<file path="config.mk">
export PLATFORM = sky130hd
export DESIGN_NAME = pipe_reg_elastic_flat
export DESIGN_NICKNAME = d
export VERILOG_FILES = /design/src/rtl/pipe_reg_elastic_if.sv /design/src/rtl/pipe_reg_elastic.sv /design/src/flat_wrapper.sv
export SDC_FILE = /design/constraint.sdc
export NUM_CORES = 1
export LEC_CHECK = 0
export BUFFER_PORTS_ARGS = -buffer_cell sky130_fd_sc_hd__buf_2
export CAP_MARGIN = 25
export CELL_PAD_IN_SITES_DETAIL_PLACEMENT = 1
export CELL_PAD_IN_SITES_GLOBAL_PLACEMENT = 1
export CORE_MARGIN = 2
export CORE_UTILIZATION = 38
export DETAILED_ROUTE_END_ITERATION = 6
export GPL_ROUTABILITY_DRIVEN = 0
export GPL_TIMING_DRIVEN = 0
export PLACE_DENSITY = 0.86
export SKIP_CTS_REPAIR_TIMING = 1
export SLEW_MARGIN = 0
export SYNTH_ARGS = -nofsm -noshare
export SYNTH_HDL_FRONTEND = slang
export SYNTH_SLANG_ARGS = --single-unit
</file>
<file path="constraint.sdc">
create_clock -name clk_i -period 3.3 [get_ports clk_i]
set_input_delay 0.495 -clock clk_i [delete_from_list [all_inputs] [get_ports clk_i]]
set_output_delay 0.495 -clock clk_i [all_outputs]
set_load 0.05 [all_outputs]
</file>
<file path="src/rtl/pipe_reg_elastic_if.sv">
// rtl/pipe_reg_elastic_if.sv - upstream/downstream handshake bundle for the elastic pipeline register
interface pipe_reg_elastic_if #(
    parameter int DATA_WIDTH = 32,
    parameter int CTRL_WIDTH = 12
);
    logic                  in_valid_i;
    logic [DATA_WIDTH-1:0] in_data_i;
    logic [CTRL_WIDTH-1:0] in_ctrl_i;
    logic                  in_ready_o;
    logic                  out_valid_o;
    logic [DATA_WIDTH-1:0] out_data_o;
    logic [CTRL_WIDTH-1:0] out_ctrl_o;
    logic                  out_ready_i;

    modport master (
        output in_valid_i, in_data_i, in_ctrl_i, out_ready_i,
        input  in_ready_o, out_valid_o, out_data_o, out_ctrl_o
    );

    modport slave (
        input  in_valid_i, in_data_i, in_ctrl_i, out_ready_i,
        output in_ready_o, out_valid_o, out_data_o, out_ctrl_o
    );
endinterface

</file>
<file path="src/rtl/pipe_reg_elastic.sv">
// rtl/pipe_reg_elastic.sv - two-entry skid pipeline register with flush and saturating discard counter
module pipe_reg_elastic #(
    parameter int DATA_WIDTH = 32,
    parameter int CTRL_WIDTH = 12,
    parameter int CNT_WIDTH  = 8
) (
    input  logic                 clk_i,
    input  logic                 rst_i,
    input  logic                 flush_i,
    pipe_reg_elastic_if.slave    bus,
    output logic [1:0]           occupancy_o,
    output logic [CNT_WIDTH-1:0] discard_cnt_o
);
    typedef enum logic [1:0] {
        EMPTY = 2'd0,
        FULL  = 2'd1,
        SKID  = 2'd2
    } state_t;

    state_t                state;
    logic                  main_valid;
    logic [DATA_WIDTH-1:0] main_data;
    logic [CTRL_WIDTH-1:0] main_ctrl;
    logic                  skid_valid;
    logic [DATA_WIDTH-1:0] skid_data;
    logic [CTRL_WIDTH-1:0] skid_ctrl;
    logic                  ready;
    logic [CNT_WIDTH-1:0]  discard_cnt;

    logic                  accept;
    logic                  deliver;
    logic [1:0]            held;
    logic [CNT_WIDTH:0]    cnt_sum;

    assign accept  = bus.in_valid_i && ready;
    assign deliver = main_valid && bus.out_ready_i;
    assign held    = {1'b0, main_valid} + {1'b0, skid_valid};
    assign cnt_sum = {1'b0, discard_cnt} + (CNT_WIDTH+1)'(held);

    assign bus.in_ready_o  = ready;
    assign bus.out_valid_o = main_valid;
    assign bus.out_data_o  = main_data;
    assign bus.out_ctrl_o  = main_ctrl;
    assign occupancy_o     = state;
    assign discard_cnt_o   = discard_cnt;

    always_ff @(posedge clk_i) begin
        if (rst_i) begin
            state       <= EMPTY;
            main_valid  <= 1'b0;
            main_data   <= '0;
            main_ctrl   <= '0;
            skid_valid  <= 1'b0;
            skid_data   <= '0;
            skid_ctrl   <= '0;
            ready       <= 1'b1;
            discard_cnt <= '0;
        end else if (flush_i) begin
            // Data fields are left alone; only valid and ctrl must be cleared for a safe bubble.
            state      <= EMPTY;
            main_valid <= 1'b0;
            main_ctrl  <= '0;
            skid_valid <= 1'b0;
            skid_ctrl  <= '0;
            ready      <= 1'b1;
            if (cnt_sum[CNT_WIDTH]) begin
                discard_cnt <= '1;
            end else begin
                discard_cnt <= cnt_sum[CNT_WIDTH-1:0];
            end
        end else begin
            case (state)
                EMPTY: begin
                    if (accept) begin
                        main_valid <= 1'b1;
                        main_data  <= bus.in_data_i;
                        main_ctrl  <= bus.in_ctrl_i;
                        state      <= FULL;
                    end
                end
                FULL: begin
                    if (deliver && accept) begin
                        main_data <= bus.in_data_i;
                        main_ctrl <= bus.in_ctrl_i;
                    end else if (deliver) begin
                        main_valid <= 1'b0;
                        main_ctrl  <= '0;
                        state      <= EMPTY;
                    end else if (accept) begin
                        skid_valid <= 1'b1;
                        skid_data  <= bus.in_data_i;
                        skid_ctrl  <= bus.in_ctrl_i;
                        ready      <= 1'b0;
                        state      <= SKID;
                    end
                end
                SKID: begin
                    if (deliver) begin
                        main_data  <= skid_data;
                        main_ctrl  <= skid_ctrl;
                        skid_valid <= 1'b0;
                        skid_ctrl  <= '0;
                        ready      <= 1'b1;
                        state      <= FULL;
                    end
                end
                default: begin
                    state <= EMPTY;
                    ready <= 1'b1;
                end
            endcase
        end
    end
endmodule

</file>
<file path="src/flat_wrapper.sv">
// flat-port wrapper written by rule: the top's interface ports become plain ports
module pipe_reg_elastic_flat 
#(
    parameter int DATA_WIDTH = 32,
    parameter int CTRL_WIDTH = 12,
    parameter int CNT_WIDTH  = 8
)
  (clk_i, rst_i, flush_i, occupancy_o, discard_cnt_o, bus_in_valid_i, bus_in_data_i, bus_in_ctrl_i, bus_out_ready_i, bus_in_ready_o, bus_out_valid_o, bus_out_data_o, bus_out_ctrl_o);
  pipe_reg_elastic_if #(.DATA_WIDTH(DATA_WIDTH), .CTRL_WIDTH(CTRL_WIDTH)) bus_i ();
  input  logic clk_i;
  input  logic rst_i;
  input  logic flush_i;
  output logic [1:0] occupancy_o;
  output logic [CNT_WIDTH-1:0] discard_cnt_o;
  input wire logic [$bits(bus_i.in_valid_i)-1:0] bus_in_valid_i;
  input wire logic [$bits(bus_i.in_data_i)-1:0] bus_in_data_i;
  input wire logic [$bits(bus_i.in_ctrl_i)-1:0] bus_in_ctrl_i;
  input wire logic [$bits(bus_i.out_ready_i)-1:0] bus_out_ready_i;
  output wire logic [$bits(bus_i.in_ready_o)-1:0] bus_in_ready_o;
  output wire logic [$bits(bus_i.out_valid_o)-1:0] bus_out_valid_o;
  output wire logic [$bits(bus_i.out_data_o)-1:0] bus_out_data_o;
  output wire logic [$bits(bus_i.out_ctrl_o)-1:0] bus_out_ctrl_o;
  assign bus_i.in_valid_i = bus_in_valid_i;
  assign bus_i.in_data_i = bus_in_data_i;
  assign bus_i.in_ctrl_i = bus_in_ctrl_i;
  assign bus_i.out_ready_i = bus_out_ready_i;
  assign bus_in_ready_o = bus_i.in_ready_o;
  assign bus_out_valid_o = bus_i.out_valid_o;
  assign bus_out_data_o = bus_i.out_data_o;
  assign bus_out_ctrl_o = bus_i.out_ctrl_o;
  pipe_reg_elastic #(.DATA_WIDTH(DATA_WIDTH), .CTRL_WIDTH(CTRL_WIDTH), .CNT_WIDTH(CNT_WIDTH)) u_core (.clk_i(clk_i), .rst_i(rst_i), .flush_i(flush_i), .bus(bus_i), .occupancy_o(occupancy_o), .discard_cnt_o(discard_cnt_o));
endmodule
</file>
## Yosys cells after proc, flatten, opt, wreduce, memory -nomap -nowiden

Cells that the tools add are included.

| word-level totals | value |
|---|---|
| output and inout port bits | 56 |
| input port bits | 49 |
| register bits | 101 |

| cells by class | value |
|---|---|
| mux-type cells | 31 |
| $add $sub $neg | 2 |
| reductions and logical operators | 15 |
| equal/unequal tests | 11 |
| bitwise gates (word level) | 4 |

Operators with widths:

| cell | number |
|---|---|
| 32-bit two-way mux | 3 |
| 32-bit case mux with 3 select lines | 1 |
| 12-bit two-way mux | 6 |
| 12-bit case mux with 3 select lines | 1 |
| 12-bit case mux with 2 select lines | 1 |
| 5-bit AND reduction | 4 |
| 4-bit AND reduction | 3 |
| 2-bit two-way mux | 5 |
| 2-bit by 1-bit != test with 1-bit output (second input constant) | 5 |
| 8-bit by 2-bit adder with 9-bit output | 1 |
| 1-bit two-way mux | 9 |
| 8-bit two-way mux | 1 |
| 3-bit by 1-bit != test with 1-bit output (second input constant) | 2 |
| 2-bit case mux with 3 select lines | 1 |
| 2-bit != test (second input constant) | 2 |
| 1-bit NOT | 4 |
| 1-bit case mux with 2 select lines | 2 |
| 2-bit nonzero test | 2 |
| 1-bit logical AND | 3 |
| 1-bit case mux with 3 select lines | 1 |
| 3-bit nonzero test | 1 |
| 1-bit by 1-bit adder with 2-bit output | 1 |
| 2-bit by 1-bit == test with 1-bit output (second input constant) | 1 |
| 2-bit == test (second input constant) | 1 |
| other kinds (2) | 2 |

## Logic depth before layout (Yosys ltp)

Gate-level depths: netlist of run 1.

| logic depth | value |
|---|---|
| word-level depth | 5 |
| gate-level depth with buffers | 8 |
| gate-level depth less buffers | 6 |

## Worst setup path after synthesis of run 1

No wires, ideal clock.

| timing path | value |
|---|---|
| kind | register -> register |
| start point | register u_core.state[0], in the netlist u_core.occupancy_o[0] |
| end point | register u_core.main_ctrl[10], in the netlist u_core.bus.out_ctrl_o[10] |
| arrival time | 2091 ps |
| path slack | 1139 ps |
| cell stages (with the launch flop) | 9 |
| period minus slack after synthesis | 2161 ps |
| library setup time | 70 ps |
| cells stage by stage | dfxtp_1 > inv_1 > ha_1 > buf_2 > or2_1 > a221oi_4 > buf_2 > o21ai_0 > a21oi_1 |

| on the way | value |
|---|---|
| word-level cells in the longest chain between the ends | 3 |
| elaborated cells between the ends (all ways) | 9 |
| those cells by class | eq/ne: 5; mux: 1; reduce/logical: 3 |

Ends and longest elaborated chain:

| what | line | RTL |
|---|---|---|
| start: declaration | pipe_reg_elastic.sv:20 | `state_t state;` |
| start signal: assignment | pipe_reg_elastic.sv:49 | `state <= EMPTY;` |
| start signal: assignment | pipe_reg_elastic.sv:60 | `state <= EMPTY;` |
| start signal: assignment | pipe_reg_elastic.sv:78 | `state <= FULL;` |
| 2-bit by 1-bit == test with 1-bit output, or another cell as far along | pipe_reg_elastic.sv:72 | `case (state)` |
| 3-bit by 1-bit != test with 1-bit output (no source line), or another cell as far along | - |  |
| 4-bit AND reduction (no source line) | - |  |
| end signal: assignment | pipe_reg_elastic.sv:77 | `main_ctrl <= bus.in_ctrl_i;` |
| end signal: assignment | pipe_reg_elastic.sv:84 | `main_ctrl <= bus.in_ctrl_i;` |
| end signal: assignment | pipe_reg_elastic.sv:100 | `main_ctrl <= skid_ctrl;` |
| end: declaration | pipe_reg_elastic.sv:23 | `logic [CTRL_WIDTH-1:0] main_ctrl;` |

Parallel ways exist; a longest one is shown, timed or not.
A chain may end at the register's enable or synchronous reset.

## Worst setup path in the final report of run 1

| timing path | value |
|---|---|
| start point | register u_core.state[0], in the netlist u_core.occupancy_o[0] |
| end point | register u_core.main_data[10], in the netlist u_core.bus.out_data_o[10] |

| on the way | value |
|---|---|
| word-level cells in the longest chain between the ends | 3 |
| elaborated cells between the ends (all ways) | 9 |
| those cells by class | eq/ne: 5; mux: 1; reduce/logical: 3 |

Ends and longest elaborated chain:

| what | line | RTL |
|---|---|---|
| 2-bit == test, or another cell as far along | pipe_reg_elastic.sv:72 |  |
| 2-bit by 1-bit != test with 1-bit output (no source line) or 3-bit nonzero test (tied branches) | - |  |
| 5-bit AND reduction (no source line) | - |  |
| end signal: assignment | pipe_reg_elastic.sv:76 | `main_data <= bus.in_data_i;` |
| end signal: assignment | pipe_reg_elastic.sv:83 | `main_data <= bus.in_data_i;` |
| end signal: assignment | pipe_reg_elastic.sv:99 | `main_data <= skid_data;` |
| end: declaration | pipe_reg_elastic.sv:22 | `logic [DATA_WIDTH-1:0] main_data;` |

Parallel ways exist; a longest one is shown, timed or not.

==> metrics.txt, run 1 <==
Routed WL 12600 um; cell breakdown of the critical path inv_1 > ha_1 > a21boi_1 > o21ai_1 > buf_2 > a21oi_1 > a211oi_1; Die W 110 um; PortBufs 103; drt pass-1 iters 4; Register Area 0.00202 mm2; Yosys top cell area share 47.0%; Iteration-0 DRC Markers 182; Worst Setup Path Type flop to flop; final hold violation count 0; Area growth, synth to finish 22.9%; Worst-Margin Slew 0.800 ns; antenna-violating nets left 0; share of cells above drive strength 1 28.0%; number of global-route vias before repair 4214; gr usage total 20.8%; maximum root-to-sink buffer count 2; clock-pin slew on the worst setup and hold paths 0.07 ns; core footprint 0.0109 mm2; Vias 3915; Worst Path Required 3.53 ns; Clk pwr share 36.3%; Rel. slew slack 46.7%; maximum clock rate 448 MHz; Skew-Pair Late Insertion Delay 0.34 ns; CP peak stage delay 0.54 ns; Final Power 2.95 mW; Tcrit/Tclk final 67.7%; Ports 105; setup violators final 0; ranking of synthesized cells by area dfxtp_1, a21oi_1, mux2i_1, nand2_1, a211oi_1; Syn Std Cell Area 0.00430 mm2; CTS tree built; total of max-cap violations 0; crit path DAT 2.47 ns; crit end category flop; CTS sink cnt 101; H-tree depth 3; launch point of the worst path u_core.occupancy_o[0]$_SDFFE_PP0P_; DRC viols 0; setup TNS 0 ns; Routed wire per std cell 17.6 um; hold path start bus_in_ctrl_i[4]; syn_nets 512; skew final 0.00352 ns; cells after synthesis 457; Synth Register Bits 101; fill cell instance count of the final layout 1314; pwr/cell area 558 mW/mm2; Slowest-stage cell, CP o21ai_1; combinational share of power 19.0%; Async S/R FF share, synth 0%; outcome completed; leading cell type in the layout, fill and taps excluded buf_2; CP max FO 10; NumNets Final 626; Multi-input gate area 0.00204 mm2; Primary FF master, synth dfxtp_1; Post-synth EDFFs 0; largest net degree at the start of global routing 16; LEAKAGE 2.08 nW; first-pass GRT wire length 20900 um; Max Slew Vio Count 0; commonest non-fill, non-tap cells in the layout buf_2, dfxtp_1, a21oi_1; Synth area leader dfxtp_1; unrepaired setup endpoints after global routing no; ANT cells 0; Num CTS Buffers 9; die area 0.0122 mm2; synth warn 0; Period minus WS final 2.23 ns; dpl cell area 0.00499 mm2; remaining global-route overflow 0; Root Buffer clkbuf_16; Post-DP HPWL 9190 um; mean post-synth cell area 9.42 um2; Via density 5.47; Initial Utilization 39.3%; Sw Share 30.1%; HP Class input port to flop; Cell Int Power 2.06 mW; Netlist cell types 45; Worst Setup Start Kind flop; Final Cell Area 0.00529 mm2; initial antenna violation count 0; Critical R2R Launch u_core.occupancy_o[0]$_SDFFE_PP0P_; Die Y 110 um; NetSw 0.888 mW; worst vdd ir 0.000264 V; row cnt 38; Seq pwr share 44.7%; sequential share of the synthesized area 47.0%
==> kinds of logic (layout without fill, tap and decap cells) <==
family,count (synthesis),in the layout,synth area share (%)
XOR/XNOR,2,2,0.407
adder cells (fa/ha/maj),6,6,1.92
multiplexers,35,35,8.14
flip-flops,101,101,47.0
AND/OR/NAND/NOR,100,100,9.92
buffers and inverters,42,161,5.70
AO/OA/AOI/OAI,171,171,26.9
==> cell type report <==
class,instances,area share [%]
inverters,4,0.284
clock buffers,13,4.73
flip-flops and latches,101,38.2
plain buffers,38,4.35
well taps,140,3.31
multi-input cells,314,38.5
repair buffers,103,9.75
clock inverters,3,0.828
==> registers in the layout (all words and copies together) (netlist names), 2 cells and up <==
register	flops
u_core.skid_ctrl	12
u_core.bus.out_ctrl_o	12
u_core.discard_cnt_o	8
u_core.skid_data	32
u_core.bus.out_data_o	32
u_core.occupancy_o	2
==> critical path, delay by kind of cell, from the launching register on <==
kind,cells,cell delay [ns]
AO/OA/AOI/OAI,4,1.09
adder cells (fa/ha/maj),1,0.21
buffers and inverters,2,0.44
flip-flops,1,0.38
==> power by group through the flow <==
stage,Clock [mW],Sequential [mW],Combinational [mW]
floorplan,0,1.51,0.225
global placement,0,1.34,0.537
detailed placement,0,1.34,0.558
CTS,1.10,1.32,0.561
global route,1.14,1.32,0.597
finish,1.07,1.32,0.559
==> synth_stat cells (all sizes together) (4+ instances only) <==
| master | number |
|---|---|
| buf | 28 |
| a22oi | 12 |
| o21ai | 14 |
| a22o | 13 |
| inv | 4 |
| a21oi | 82 |
| a31oi | 4 |
| nand3 | 5 |
| ha | 5 |
| a211oi | 35 |
| clkbuf | 10 |
| dfxtp | 101 |
| mux2i | 35 |
| nand2 | 73 |
| nor2 | 7 |
==> per-stage QoR <==
stage	hold slack (ns)	worst slack (ns)	cells	util [%]
after floorplan	0.436	1.14	457	-
after global placement	0.441	1.28	700	45.7
after detailed placement	0.449	1.15	700	45.7
after CTS	0.364	1.06	716	48.4
after global routing	0.379	0.893	716	48.4
final	0.378	1.07	716	48.4
==> routing by layer <==
| metal | global-route usage [%] | routed length (um) |
|---|---|---|
| met5 | 0 | 0 |
| met3 | 4.12 | 536 |
| met4 | 7.25 | 181 |
| met2 | 36.5 | 6320 |
| met1 | 25.4 | 5600 |
==> path summary, 6_finish.rpt <==
kind / to / slack [ns] / cells past startpoint
worst max-delay path: u_core.bus.out_data_o[10]$_SDFFE_PP0P_ / 1.07 / 7
worst min-delay path: u_core.skid_ctrl[4]$_SDFFE_PP0P_ / 0.38 / 2
worst max register to register: u_core.bus.out_data_o[10]$_SDFFE_PP0P_ / 1.07 / 7
worst min register to register: u_core.skid_data[6]$_SDFFE_PP0P_ / 0.46 / 2
Power figures use the tool's default switching activity.
==> run 2: changes to the inputs <==
--- a/config.mk
+++ b/config.mk
@@ -5,12 +5,13 @@
 export SDC_FILE = /design/constraint.sdc
 export NUM_CORES = 1
 export LEC_CHECK = 0
+export ABC_AREA = 1
 export BUFFER_PORTS_ARGS = -buffer_cell sky130_fd_sc_hd__buf_2
 export CAP_MARGIN = 25
 export CELL_PAD_IN_SITES_DETAIL_PLACEMENT = 1
 export CELL_PAD_IN_SITES_GLOBAL_PLACEMENT = 1
 export CORE_MARGIN = 2
-export CORE_UTILIZATION = 38
+export CORE_UTILIZATION = 34
 export DETAILED_ROUTE_END_ITERATION = 6
 export GPL_ROUTABILITY_DRIVEN = 0
 export GPL_TIMING_DRIVEN = 0
==> constraint.sdc (replaced) <==
create_clock -name clk_i -period 1.95 [get_ports clk_i]
set_input_delay 0.2925 -clock clk_i [delete_from_list [all_inputs] [get_ports clk_i]]
set_output_delay 0.2925 -clock clk_i [all_outputs]
set_load 0.05 [all_outputs]
==> metrics.txt, run 2 <==
outcome completed; crit path DAT 2.10 ns (-0.37 ns); cells after synthesis 681 (+49%); Skew-Pair Late Insertion Delay 0.36 ns (+0.02 ns); core footprint 0.0133 mm2 (+22%); Synth Register Bits 101 (unchanged); Syn Std Cell Area 0.00464 mm2 (+7.9%); Max Slew Vio Count 0 (unchanged); Worst Setup Start Kind flop; leading cell type in the layout, fill and taps excluded nor2_1; Post-DP HPWL 9850 um (+7.2%); HP Class input port to flop; Primary FF master, synth dfxtp_1; Initial Utilization 34.9% (-4.4 points); Rel. slew slack 64.6% (+18 points); Synth area leader dfxtp_1; mean post-synth cell area 6.82 um2 (-28%); maximum clock rate 545 MHz (+22%); Async S/R FF share, synth 0% (unchanged); Worst Path Buf+Inv 4 (+2); PortBufs 103 (unchanged); Period minus WS final 1.84 ns (-0.399 ns); total of max-cap violations 0 (unchanged); number of global-route vias before repair 4567 (+8.4%); first-pass GRT wire length 22100 um (+5.8%); Worst Setup Path Type flop to flop; LEAKAGE 2.64 nW (+27%); Via density 4.73 (-13%); setup violators final 0 (unchanged); clock-pin slew on the worst setup and hold paths 0.08 ns (about the same); Ports 105 (unchanged); largest net degree at the start of global routing 18 (+2); synth cell count leaders nor2_1, nand2_1, dfxtp_1; CTS sink cnt 101 (unchanged); share of cells above drive strength 1 21.0% (-7.0 points); ranking of synthesized cells by area dfxtp_1, nor2_1, nand2_1, nand3_1, a21boi_0; hold path start rst_i; H-tree depth 3 (unchanged); Tcrit/Tclk final 94.1% (+26 points); worst vdd ir 0.000497 V (+88%); initial antenna violation count 0 (unchanged); CP peak stage delay 0.36 ns (-0.18 ns); CTS tree built; die area 0.0146 mm2 (+20%); Post-synth EDFFs 0 (unchanged); remaining global-route overflow 0 (unchanged); ANT cells 0 (unchanged); Die W 121 um (+9.5%); pwr/cell area 955 mW/mm2 (+71%); syn_nets 736 (+44%); Routed wire per std cell 13.8 um (-22%); DRC viols 0 (unchanged); sequential share of the synthesized area 43.6% (-3.4 points); most common cell in the netlist nor2_1; skew final 0.0105 ns (+0.00700 ns); maximum root-to-sink buffer count 2 (unchanged); Routed WL 13600 um (+7.4%); row cnt 42 (+11%); Num CTS Buffers 9 (unchanged); Die Y 121 um (+9.5%); Iteration-0 DRC Markers 269 (+48%); Area growth, synth to finish 24.6%; cell breakdown of the critical path inv_1 > ha_1 > clkbuf_4 > o21ai_0 > nand3_2 > buf_2 > nor2_1 > nand2_1 > nand2_1 > inv_1; Root Buffer clkbuf_16; CP max FO 10 (unchanged); setup TNS 0 ns (unchanged); synth warn 0 (unchanged); final hold violation count 0 (unchanged); crit end category flop; Slowest-stage cell, CP dfxtp_2; cell family with most CP delay buffers and inverters; launch point of the worst path u_core.occupancy_o[0]$_SDFFE_PP0P_; Worst Path Required 2.21 ns (-1.32 ns); Vias 4644 (+19%); gr usage total 18.9% (-1.9 points); antenna-violating nets left 0 (unchanged); Critical R2R Launch u_core.occupancy_o[0]$_SDFFE_PP0P_; commonest non-fill, non-tap cells in the layout nor2_1, nand2_1, buf_2; hold slack 0.200 ns (-0.178 ns); NumNets Final 855 (+37%); Worst-Margin Slew 0.531 ns (-0.269 ns); drt pass-1 iters 4 (unchanged); Yosys top cell area share 43.6% (-3.4 points); Netlist cell types 26 (-42%)
[run 2: cell count changes after synthesis, sizes merged, moves of 12 or more]
cell / change
inv: +51
a211oi: -35
mux2i: -35
nand2: +77
nor2: +157
nand3: +47
a21boi: +31
a22o: -13
a21oi: -49
a22oi: -12
o21ai: +27
[run 2: through the flow]
step                power [mW]  area [um2]  instances  worst slack (ns)  util [%]
floorplan                 3.34        4640        681            0.0474         -
global placement          3.69        5380        960           -0.0284      40.5
detailed placement        3.72        5380        960           -0.0663      40.5
CTS                       5.50        5670        976            -0.123      42.6
global route              5.81        5780        981           -0.0516      43.5
finish                    5.52        5780        981             0.115      43.5
[run 2: metal layers]
layer	track usage, %	vias to the layer above	part of all wire, %	wire length, um
met2	30.7	94	47	6320
met3	3.96	20	4.5	608
met1	24.6	2156	47	6410
met5	0	-	0	0
li1	-	2374	-	-
met4	7.27	0	1.7	231
[run 2: worst paths after layout]
kind                                                              end  slack (ns)  cells after the start
worst max-delay path            u_core.bus.out_ctrl_o[3]$_SDFFE_PP0P_        0.11                     10
worst min register to register       u_core.skid_ctrl[3]$_SDFFE_PP0P_        0.47                      2
worst max register to register  u_core.bus.out_ctrl_o[3]$_SDFFE_PP0P_        0.11                     10
worst min-delay path             u_core.discard_cnt_o[2]$_SDFFE_PP0P_        0.20                      2
[run 2: kinds of logic (layout without fill, tap and decap cells)]
kind of cell | count (synthesis) | in the layout | synth area share [%]
simple gates | 368 | 368 | 31.8
compound gates | 109 | 109 | 13.6
flops | 101 | 101 | 43.6
buf+inv | 94 | 218 | 8.71
fa+ha+maj | 6 | 6 | 1.78
xor+xnor | 3 | 3 | 0.566
[run 2: area by class of cell]
type / instances / area (um2)
clock inverters: 5 / 45.0
fillers: 1769 / 7510
clock buffers: 11 / 243
plain buffers: 38 / 230
inverters: 55 / 210
repair buffers: 109 / 571
flip-flops and latches: 101 / 2020
multi-input cells: 486 / 2240
well taps: 176 / 220
[run 2: where the power goes]
part / internal [mW] / switching [mW] / leakage (nW)
logic: 0.423 / 1.03 / 1.68
clock network: 0.919 / 0.860 / 0.138
registers: 2.21 / 0.0807 / 0.824
